File: src/rtl/u_d_counter_pkg.sv
// Shared constants and helpers for the parametrised up/down counter.
package u_d_counter_pkg;

  localparam int unsigned MODE_WRAP = 0;
  localparam int unsigned MODE_SAT  = 1;

  // Midscale value 2**(width-1), used as the default preset.
  function automatic longint unsigned midscale(input int unsigned width);
    return 64'(1) << (width - 1);
  endfunction

endpackage

File: src/rtl/u_d_decim_ctrl.sv
// Decimation control: counts enabled steps and snapshots the post-step count.
module u_d_decim_ctrl #(
  parameter int unsigned      WIDTH   = 16,
  parameter logic [WIDTH-1:0] RST_VAL = '0,
  parameter int unsigned      DECIM   = 8
) (
  input  logic             clk,
  input  logic             rst,
  input  logic             step,
  input  logic             clr,
  input  logic [WIDTH-1:0] q_next,
  output logic [WIDTH-1:0] snap,
  output logic             snap_vld
);

  localparam int unsigned   DW    = (DECIM > 1) ? $clog2(DECIM) : 1;
  localparam logic [DW-1:0] DLAST = DW'(DECIM - 1);

  logic [DW-1:0] dcnt;

  // Decimation counter, snapshot register and one-cycle strobe.
  always_ff @(posedge clk or posedge rst) begin
    if (rst) begin
      dcnt     <= '0;
      snap     <= RST_VAL;
      snap_vld <= 1'b0;
    end else begin
      snap_vld <= 1'b0;
      if (clr) begin
        dcnt <= '0;
      end else if (step) begin
        if (dcnt == DLAST) begin
          dcnt     <= '0;
          snap     <= q_next;
          snap_vld <= 1'b1;
        end else begin
          dcnt <= dcnt + DW'(1);
        end
      end
    end
  end

endmodule

File: src/rtl/u_d_counter_param.sv
// Parametrised up/down feedback counter with wrap/saturate, sticky boundary
// flags and a decimated snapshot output.
module u_d_counter_param
  import u_d_counter_pkg::*;
#(
  parameter int unsigned      WIDTH   = 16,
  parameter logic [WIDTH-1:0] RST_VAL = WIDTH'(midscale(WIDTH)),
  parameter int unsigned      SAT_EN  = MODE_WRAP,
  parameter int unsigned      DECIM   = 8
) (
  input  logic             clk,
  input  logic             rst,
  input  logic             en,
  input  logic             u_d,
  input  logic             clr,
  input  logic             load,
  input  logic [WIDTH-1:0] load_val,
  input  logic             sticky_clr,
  output logic [WIDTH-1:0] q,
  output logic             at_max,
  output logic             at_min,
  output logic             ovf,
  output logic             unf,
  output logic [WIDTH-1:0] snap,
  output logic             snap_vld
);

  localparam logic [WIDTH-1:0] Q_MAX = '1;
  localparam bit               SAT   = (SAT_EN == MODE_SAT);

  logic [WIDTH-1:0] q_step_c;
  logic             ovf_evt_c;
  logic             unf_evt_c;
  logic             step_c;

  // A step only happens when enabled and not pre-empted by clr/load.
  assign step_c = en & ~clr & ~load;

  assign at_max = (q == Q_MAX);
  assign at_min = (q == '0);

  // Candidate post-step value and boundary events for the current direction.
  always_comb begin
    q_step_c  = q;
    ovf_evt_c = 1'b0;
    unf_evt_c = 1'b0;
    if (u_d) begin
      if (q == Q_MAX) begin
        ovf_evt_c = 1'b1;
        q_step_c  = SAT ? Q_MAX : '0;
      end else begin
        q_step_c = q + WIDTH'(1);
      end
    end else begin
      if (q == '0) begin
        unf_evt_c = 1'b1;
        q_step_c  = SAT ? '0 : Q_MAX;
      end else begin
        q_step_c = q - WIDTH'(1);
      end
    end
  end

  // Count register: clr > load > step > hold.
  always_ff @(posedge clk or posedge rst) begin
    if (rst) begin
      q <= RST_VAL;
    end else if (clr) begin
      q <= RST_VAL;
    end else if (load) begin
      q <= load_val;
    end else if (en) begin
      q <= q_step_c;
    end
  end

  // Sticky flags; a coincident boundary event beats sticky_clr.
  always_ff @(posedge clk or posedge rst) begin
    if (rst) begin
      ovf <= 1'b0;
      unf <= 1'b0;
    end else begin
      ovf <= (step_c & ovf_evt_c) | (ovf & ~sticky_clr);
      unf <= (step_c & unf_evt_c) | (unf & ~sticky_clr);
    end
  end

  u_d_decim_ctrl #(
    .WIDTH   (WIDTH),
    .RST_VAL (RST_VAL),
    .DECIM   (DECIM)
  ) u_decim (
    .clk      (clk),
    .rst      (rst),
    .step     (step_c),
    .clr      (clr),
    .q_next   (q_step_c),
    .snap     (snap),
    .snap_vld (snap_vld)
  );

endmodule

File: config.mk
export PLATFORM = sky130hd
export DESIGN_NAME = u_d_counter_param
export DESIGN_NICKNAME = d
export VERILOG_FILES = /design/src/rtl/u_d_counter_pkg.sv /design/src/rtl/u_d_decim_ctrl.sv /design/src/rtl/u_d_counter_param.sv
export SDC_FILE = /design/constraint.sdc
export NUM_CORES = 1
export LEC_CHECK = 0
export CAP_MARGIN = 20
export CORE_MARGIN = 2
export CORE_UTILIZATION = 53
export DETAILED_ROUTE_END_ITERATION = 8
export HOLD_SLACK_MARGIN = 0.1
export PLACE_DENSITY = 0.95
export REMOVE_ABC_BUFFERS = 1
export SYNTH_ARGS = -nofsm -noshare
export SYNTH_HDL_FRONTEND = slang
export SYNTH_SLANG_ARGS = --single-unit
File: constraint.sdc
create_clock -name clk -period 5.4 [get_ports clk]
set_clock_uncertainty 0.1 [all_clocks]
set_input_delay 0.54 -clock clk [delete_from_list [all_inputs] [get_ports clk]]
set_output_delay 0.54 -clock clk [all_outputs]
set_load 0.02 [all_outputs]
==> qor.yml <==
global_route:
  grt_pass1_wl_um: 13790
  grt_pass1_vias: 2690
  grtUsageTotal_pct: 32.61
  grt_max_degree: 42
  antenna_found_initial: 0
  grt_overflow_total: 0
run:
  max_cap_viol_count: 0
finish:
  syn_to_final_growth_pct: 27.17
  fin_nets: 407
  drive_gt1_share_pct: 6.316
  finish.instance_area_sq_um: 3432
  n_antenna_cell: 0
cts:
  post_cts_resized: 0
  cts_hold_buf: 0
  clk_latency_ps: 310
  cts_tree: "done"
  cts_buffer_depth: 2
  clk_pin_slew_ps: 80
  cts_buffers: 5
  cts.root.buffer_cell: "clkbuf_8"
  cts_sinks: 38
  ctsHtreeMaxLevel: 2
  post_cts_buffers: 0
critical_path:
  crit_arrival_ps: 3130
  slowest_delay_ps: 660
  critPathLaunchType: "flip-flop"
  crit_type: "flip-flop to output pin"
  crit_chain: "inv_1, ha_1, nor4b_1, nand4_1, clkinv_1, clkdlybuf4s50_1"
  required_ps: 4760
  endpoint_kind: "output pin"
  crit_fanout: 13
  path_delay_family: "buffers and inverters"
  critPathBufInv: 3
  slowest_stage: "clkdlybuf4s50_1"
place:
  place_hpwl_um: 5970
  gp_congestion: 1.037
  port_buffers: 59
  dpl_cell_area_sq_um: 3294
synth:
  synth_edf_count: 0
  synth_flop_cell: "dfrtp_1"
  synth_area_leaders: "dfrtp_1, o21ai_0, nand2_1"
  synth_cell_types: 56
  yosysSeqAreaShare_pct: 35.33
  ys_seq_elements: 38
  synth_warnings: 0
  syn_avg_cell_area_sq_um: 8.032
  yosysTopAreaCell: "dfrtp_1"
  netlist_area_sq_um: 2699
  synth_top_area_share_pct: 33.38
  postSynth.asyncResetShare_pct: 100.0
  netlist_instances: 336
detailed_routing:
  ant_nets: 0
  dr.pass1.iters: 5
  wl_per_cell_um: 19.73
  drt_iter0_markers: 412
  vias_per_cell: 6.635
  routed_wl_um: 8819
  vias: 2966
  drc: 0
pwr:
  cellPowerDensity_nw_per_um2: 236.3
  power.leakage_nw: 1.354
  power_mw: 0.8110
  ir_drop_mv: 0.1304
timing:
  hold_viol_final: 0
  holdWs_ps: 370.0
  slew_headroom_pct: 34.66
  rsz0062_at_grt: "no"
  period_needed_ps: 3768
  setup_tns_ps: 0
  slew_violations: 0
  setup_violations: 0
  clock.fmax_ghz: 0.2654
  worst_pin_slew_ps: 969.8
  period_share_pct: 69.78
floorplan:
  coreArea_sq_um: 4817
  dieHeight_um: 75.36
  initial_core_util_pct: 56.03
  die_x_um: 75.36
  io_pins: 60
  num_rows: 25
  dieArea_sq_um: 5679
run_status:
  outcome: "finished clean"
hold_path:
  hold_class: "flip-flop to flip-flop"
## Yosys cell counts (all sizes together) (3+ instances only)
cell    number
a211oi       4
nor3b        3
o31a         3
o211ai       4
a31oi       10
nor2        25
clkinv       3
nor4         8
a21oi       15
or4          4
mux2i        3
nand4        9
o31ai        8
nor3        13
or3          4
nand2       32
a311oi       4
ha           5
clkbuf      19
a221o        3
nand3       15
o311a        3
inv         17
a32oi        4
nand2b       3
a22o         3
a211o        3
buf         10
dfrtp       36
o21ai       33
## cells by family after synthesis
| group | synth area share, % |
|---|---|
| AO/OA/AOI/OAI | 28.98 |
| XOR/XNOR | 0.3246 |
| adder cells (fa/ha/maj) | 2.318 |
| buffers and inverters | 7.371 |
| flip-flops | 35.33 |
| multiplexers | 1.113 |
| AND/OR/NAND/NOR | 24.57 |
## state kept, by name (all words and copies together) (netlist names)
| signal | flops |
|---|---|
| q | 16 |
| ovf | 1 |
| u_decim.snap | 16 |
| u_decim.snap_vld | 1 |
| u_decim.dcnt | 3 |
| unf | 1 |
## power by group
| part | leakage [nW] | switching (mW) | internal (mW) |
|---|---|---|---|
| combinational | 0.776 | 0.104 | 0.0773 |
| clock | 0.0683 | 0.117 | 0.185 |
| sequential | 0.509 | 0.0325 | 0.295 |
| total | 1.35 | 0.254 | 0.557 |
## layout make-up
cell class / instances / area (sq um)
Clock inverter: 3 / 68.82
Multi-Input combinational cell: 249 / 1546
Fill cell: 420 / 1385
Clock buffer: 5 / 68.82
Tap cell: 67 / 83.83
Timing Repair Buffer: 65 / 635.6
Sequential cell: 38 / 953.4
Inverter: 20 / 75.07
## worst reg2reg max path: cells and delay by family (launching register included)
family	cells	cell delay [ps]
AOI/OAI and AO/OA	3	1130
and+or+nand+nor	2	920
DFF	1	620
adders and majority gates	1	320
## layer usage
layer | vias to the layer above | part of all wire (%) | global-route usage (%)
met3 | 43 | 9.9 | 5.952
met4 | 0 | 4.4 | 14.62
met2 | 209 | 46 | 52.37
met5 | - | 0 | 0
li1 | 1349 | - | -
met1 | 1365 | 40 | 43.05
## per-stage QoR
stage                     worst slack [ps]  utilization [%]  instances
after floorplan                       2699                -        307
after global placement                2148            68.39        439
after detailed placement              2105            68.39        439
after CTS                             1728            71.25        447
after global routing                  1431            71.25        447
final                                 1632            71.25        447
## cell usage in the layout (no fill, tap or decap), types with 3 or more instances in the layout
master	Yosys	routed
a211o_1	3	3
a211oi_1	4	4
a21oi_1	15	15
a221o_1	3	3
a22o_1	3	3
a311oi_1	4	4
a31oi_1	10	10
a32oi_1	4	4
buf_4	2	6
clkbuf_8	0	5
clkdlybuf4s50_1	0	59
clkinv_1	3	3
dfrtp_1	36	36
ha_1	5	5
inv_1	17	17
mux2i_1	3	3
nand2_1	32	32
nand2b_1	3	3
nand3_1	15	15
nand4_1	8	8
nor2_1	25	25
nor3_1	13	13
nor3b_1	3	3
nor4_1	5	5
o211ai_1	4	4
o21ai_0	33	33
o311a_1	3	3
o31a_1	3	3
o31ai_1	8	8
or3_1	4	4
or4_1	4	4
## worst paths after layout
kind | start | end | slack [ps] | cells after the start
worst max-delay path | q[0] | at_min | 1630 | 6
worst min-delay path | u_decim.snap[6] | u_decim.snap[6] | 370 | 2
worst max register to register | q[0] | q[3] | 2190 | 6
worst min register to register | u_decim.snap[6] | u_decim.snap[6] | 370 | 2
max in group asynchronous | rst | q[15] | 4280 | 3
min in group asynchronous | rst | u_decim.dcnt[1] | 550 | 3
Power figures use the tool's default switching activity.
